<file path="src/rtl/data_bus_ctrl.sv">
// data_bus_ctrl
//   Sequences each core data-port transaction onto the data RAM or the UART TX
//   register and returns a single-cycle data_ready (qualified by bus_error).
//   Owns address decode, RAM write-enable gating, the one-cycle RAM read
//   latency, and the UART completion wait with timeout.
//
// Ports
//   clk, reset_n                      clock, async active-low reset
//   data_read_valid/data_write_valid  core request strobes (sampled in IDLE)
//   data_addr/data_write/data_write_byte  core address, write data, byte enables
//   data_read, data_ready, bus_error  registered response to the core
//   ram_addr/ram_we/ram_byte_we/ram_data_in  data RAM request (registered)
//   ram_data_out                      data RAM read data, one cycle after ram_addr
//   uart_tx_data/uart_tx_start        UART byte and one-cycle start strobe
//   uart_xfer_done                    UART finished the current byte
module data_bus_ctrl #(
  parameter int          RAM_ADDR_BITS = 14,
  parameter logic [31:0] UART_ADDR     = 32'h0001_0000,
  parameter int          UART_TIMEOUT  = 20000
) (
  input  logic                     clk,
  input  logic                     reset_n,
  input  logic                     data_read_valid,
  input  logic                     data_write_valid,
  input  logic [31:0]              data_addr,
  input  logic [31:0]              data_write,
  input  logic [3:0]               data_write_byte,
  output logic [31:0]              data_read,
  output logic                     data_ready,
  output logic                     bus_error,
  output logic [RAM_ADDR_BITS-1:0] ram_addr,
  output logic                     ram_we,
  output logic [3:0]               ram_byte_we,
  output logic [31:0]              ram_data_in,
  input  logic [31:0]              ram_data_out,
  output logic [7:0]               uart_tx_data,
  output logic                     uart_tx_start,
  input  logic                     uart_xfer_done
);

  localparam int TW = $clog2(UART_TIMEOUT + 1);
  localparam logic [TW-1:0] TMO_LAST = TW'(UART_TIMEOUT - 1);

  typedef enum logic [2:0] {
    IDLE, RAM_ACC, RAM_WAIT, UART_TX, UART_WAIT, DONE
  } state_t;

  state_t        state_q;
  logic          wr_q;     // latched direction of the accepted request
  logic [TW-1:0] timer_q;

  logic req, ram_hit, uart_hit, dec_err;

  assign req      = data_read_valid | data_write_valid;
  // RAM occupies the low 2**RAM_ADDR_BITS bytes; UART is a single exact address.
  assign ram_hit  = (data_addr >> RAM_ADDR_BITS) == 32'd0;
  assign uart_hit = data_addr == UART_ADDR;
  // Ambiguous request, UART read, or nothing mapped -> fail without touching a device.
  assign dec_err  = (data_read_valid & data_write_valid) |
                    ~(ram_hit | (uart_hit & data_write_valid));

  always_ff @(posedge clk or negedge reset_n) begin
    if (!reset_n) begin
      state_q       <= IDLE;
      wr_q          <= 1'b0;
      timer_q       <= '0;
      data_read     <= '0;
      data_ready    <= 1'b0;
      bus_error     <= 1'b0;
      ram_addr      <= '0;
      ram_we        <= 1'b0;
      ram_byte_we   <= '0;
      ram_data_in   <= '0;
      uart_tx_data  <= '0;
      uart_tx_start <= 1'b0;
    end else begin
      case (state_q)
        IDLE: begin
          if (req) begin
            wr_q <= data_write_valid;
            if (dec_err) begin
              data_read  <= '0;
              data_ready <= 1'b1;
              bus_error  <= 1'b1;
              state_q    <= DONE;
            end else if (ram_hit) begin
              // RAM request registers are loaded here so they are live in RAM_ACC.
              ram_addr    <= data_addr[RAM_ADDR_BITS-1:0];
              ram_data_in <= data_write;
              ram_byte_we <= data_write_valid ? data_write_byte : 4'b0000;
              ram_we      <= data_write_valid & (|data_write_byte);
              state_q     <= RAM_ACC;
            end else begin
              uart_tx_data  <= data_write[7:0];
              uart_tx_start <= 1'b1;
              state_q       <= UART_TX;
            end
          end
        end
        RAM_ACC: begin
          ram_we      <= 1'b0;
          ram_byte_we <= '0;
          if (wr_q) begin
            data_ready <= 1'b1;
            state_q    <= DONE;
          end else begin
            state_q <= RAM_WAIT;
          end
        end
        RAM_WAIT: begin
          data_read  <= ram_data_out;
          data_ready <= 1'b1;
          state_q    <= DONE;
        end
        UART_TX: begin
          uart_tx_start <= 1'b0;
          timer_q       <= '0;
          state_q       <= UART_WAIT;
        end
        UART_WAIT: begin
          timer_q <= timer_q + 1'b1;
          // Completion takes priority over a timeout landing in the same cycle.
          if (uart_xfer_done) begin
            data_ready <= 1'b1;
            state_q    <= DONE;
          end else if (timer_q == TMO_LAST) begin
            data_ready <= 1'b1;
            bus_error  <= 1'b1;
            state_q    <= DONE;
          end
        end
        DONE: begin
          data_ready <= 1'b0;
          bus_error  <= 1'b0;
          state_q    <= IDLE;
        end
        default: state_q <= IDLE;
      endcase
    end
  end

endmodule

</file>
<file path="config.mk">
export PLATFORM = sky130hd
export DESIGN_NAME = data_bus_ctrl
export DESIGN_NICKNAME = d
export VERILOG_FILES = /design/src/rtl/data_bus_ctrl.sv
export SDC_FILE = /design/constraint.sdc
export NUM_CORES = 1
export LEC_CHECK = 0
export CAP_MARGIN = 10
export CORE_AREA = 2 2 104 106
export DETAILED_ROUTE_END_ITERATION = 6
export DIE_AREA = 0 0 106 108
export PLACE_DENSITY = 0.83
export SETUP_SLACK_MARGIN = 0.05
export SLEW_MARGIN = 20
export SYNTH_ARGS = -nofsm -noshare
export SYNTH_HDL_FRONTEND = slang
export SYNTH_SLANG_ARGS = --single-unit
export TNS_END_PERCENT = 10
</file>
<file path="constraint.sdc">
create_clock -name clk -period 4 [get_ports clk]
set_clock_uncertainty 0.1 [all_clocks]
set_input_delay 0.8 -clock clk [delete_from_list [all_inputs] [get_ports clk]]
set_output_delay 0.8 -clock clk [all_outputs]
set_load 0.01 [all_outputs]
</file>
==> impl_results.md <==
* Core ar. at approximately 0.010 mm^2
* Bufs on Longest Clock Path at 2
* Mux contribution to synthesized area at 0.154
* Biggest fanout along the worst timing path at 35
* Worst Path Arrival at 3.16 ns
* Final hold vios at 0
* Top-count cell post-synth: dfrtp_1
* Critical path type: in2reg
* Sequential area share after synthesis at 0.610
* Drt initial violations at 249
* Peak supply drop at about 360 uV
* Clk pin slew, worst setup/hold paths at 0.06 ns
* Total GRT Usage at 0.220
* Post-detailed-route count of antenna-violating nets at 0
* Setup_tns at 0 ns
* Diodes inserted at 0
* Max-cap viol count at 0
* Cells after synthesis at 350
* DR DRC count at 0
* R2R Path Start: state_q[1]$_DFFE_PN0P_
* Adder-cell share of the synthesized area at 0.00270
* Synth cell count leaders: dfrtp_1 (113), mux2_2 (57), a22o_1 (35)
* Final setup violation count at 0
* H-tree levels at 4
* RSZ-0062 raised after global routing: no
* Simple logic cell fraction of the synthesized area at 0.0958
* CTS tree: built
* Finished Cell Area at between 0.007 and 0.008 mm^2
* Most area-consuming cells after synthesis: dfrtp_1 (61%), mux2_2 (14%), a22o_1 (6.6%)
* Period minus WS final at around 2.9 ns
* Post-DP HPWL at between 8 and 9 mm
* Synthesized flop and latch total at 113
* Root buf cell: clkbuf_8
* Max-slew violations at 0
* Total Nets Final at 662
* Vias post-DR at 3749
* Hold Crit Class: in2async
* Synthesized Nets at 456
* Final Core Density at 0.715
* Io pins at between 150 and 200
* PwrDens at 537 mW/mm^2
* Req. time, crit path at 4.28 ns
* Cells resized by post-CTS repair at 0
* P_leak at 3.28 nW
* Vias per inst at 5.32
* Placed cell area at 0.00675 mm^2
* Startpoint Class: primary input
* Yosys top cell area share at 0.610
* Layout cells sized above 1 at 0.179
* CP Launch Point: data_addr[19]
* Syn-to-layout area delta at 57.6%
* Setup Fix Bufs, Post-CTS at 0
* YS warnings at 0
* Post-Synth XOR/XNOR Area at 0.00189
* WL/cell at 17.4 um
* Least-Margin Pin Slew at 1.12 ns
* Total power at 3.93 mW
* Async set-reset flop share out of synthesis at 1.00
* Die Y at approximately 110 um
* CTS Buf Count at 17
* Synth Area in Compound Gates at 0.111
* First-pass GRT wire length at between 15 and 20 mm
* Final period utilization at 0.720
* Hold buffer count at CTS at 0
* Largest family of logic cells by synthesized area: multiplexers
* Vias in the first global route at between 3000 and 4000
* FILL cells at ~730
* Drt pass-1 iters at 4
* Pin count of the biggest net entering global routing at 71
* Total Wirelength at 12.3 mm
* Initial Utilization at 0.453
* Number of synthesized flops with an enable pin at 0
* Library cells used by synthesis at 42
* Synth Flop Type: dfrtp_1
* Die outline area at approximately 0.011 mm^2
* Max transition margin at 0.251
* Port buffer count at 198
* Initial antenna violation count at 0
* Endpoint class of the critical path: register
* Total gr overflow at 0
* Synthesized area per cell at 13.3 um^2
* Cell taking the most area after synthesis: dfrtp_1
* Fmax at 347 MHz
* Die W at around 110 um
* Status: finished clean
* Clock sinks at about 110
* Clk_lat worst skew at around 0.50 ns
* RePlAce Congestion at 0.899
* FP Rows at 37
* Synthesized area at about 0.0046 mm^2
layer usage:
metal / global-route usage / vias up / wire length (um)
met4: 0.0789 / 0 / 244
met3: 0.0826 / 20 / 1040
li1: - / 1721 / -
met2: 0.361 / 178 / 6110
met1: 0.267 / 1830 / 4860
met5: 0 / - / 0
area by class of cell:
cell class              count  area, um^2  area share
inverters                   6        22.5     0.00308
clock buffers              17         414      0.0566
flip-flops and latches    113        2830       0.387
well taps                 136         170      0.0233
clock inverters            15         151      0.0207
repair buffers            203        2030       0.278
multi-input cells         215        1700       0.232
metrics by stage:
stage | hold slack [ns] | worst slack (ns) | cells
2_1_floorplan | 0.337 | 1.24 | 350
3_3_place_gp | 0.368 | 0.704 | 673
5_1_grt | 0.380 | 1.03 | 705
6_report | 0.320 | 1.12 | 705
3_5_place_dp | 0.379 | 0.603 | 673
4_1_cts | 0.342 | 1.13 | 705
flip-flops by register name (all words and copies together), names as in the netlist:
signal         cells
state_q            3
ram_byte_we        4
timer_q           15
wr_q               1
ram_we             1
ram_data_in       32
ram_addr          14
data_ready         1
uart_tx_start      1
uart_tx_data       8
bus_error          1
data_read         32
cells by family after synthesis:
kind of cell	after synthesis
simple gates	79
buf+inv	22
compound gates	70
fa+ha+maj	1
mux	64
xor+xnor	1
flops	113
final timing paths:
| path | to | slack (ns) | cells after the start |
|---|---|---|---|
| worst max-delay path | ram_data_in[17]$_DFFE_PN0P_ | 1.12 | 7 |
| worst min-delay path | ram_data_in[17]$_DFFE_PN0P_ | 0.32 | 1 |
| worst max register to register | timer_q[12]$_DFFE_PN0P_ | 1.62 | 4 |
| worst min register to register | ram_data_in[24]$_DFFE_PN0P_ | 0.39 | 1 |
| max in group asynchronous | data_read[3]$_DFFE_PN0P_ | 2.75 | 2 |
| min in group clk | ram_data_in[24]$_DFFE_PN0P_ | 0.39 | 1 |
layout by cell type, fill, tap and decap left out, types with 2 or more instances in the layout:
cell,Yosys,layout
nor3_1,6,6
clkinvlp_4,0,2
inv_1,6,6
inv_8,0,2
nor4b_1,2,2
mux2_2,57,57
mux2i_1,5,5
clkdlybuf4s50_1,0,197
o21ai_0,15,15
nor4_1,9,9
clkbuf_16,0,16
buf_4,0,5
dfrtp_1,113,113
mux2_1,2,2
or4b_2,2,2
a31oi_1,3,3
nor2_1,9,9
a21oi_1,9,9
a22o_1,35,35
and3_1,6,6
nand4_1,5,5
nand3_1,9,9
nand2_1,19,19
inv_6,0,4
clkinv_4,0,5
nand3b_1,2,2
worst max-delay path, stage by stage:
cell and delay [ns]:
clkdlybuf4s50_1 0.41, or4_1 0.52, nor3_2 0.26, nand3_1 0.18, nor3_4 0.15, buf_4 0.42, mux2_2 0.39
power breakdown:
| part | total [mW] | switching, mW | internal, mW |
|---|---|---|---|
| combinational | 1.02 | 0.463 | 0.560 |
| clock | 1.42 | 0.575 | 0.842 |
| sequential | 1.49 | 0.158 | 1.33 |
| total | 3.93 | 1.20 | 2.73 |
Power figures use the tool's default switching activity.
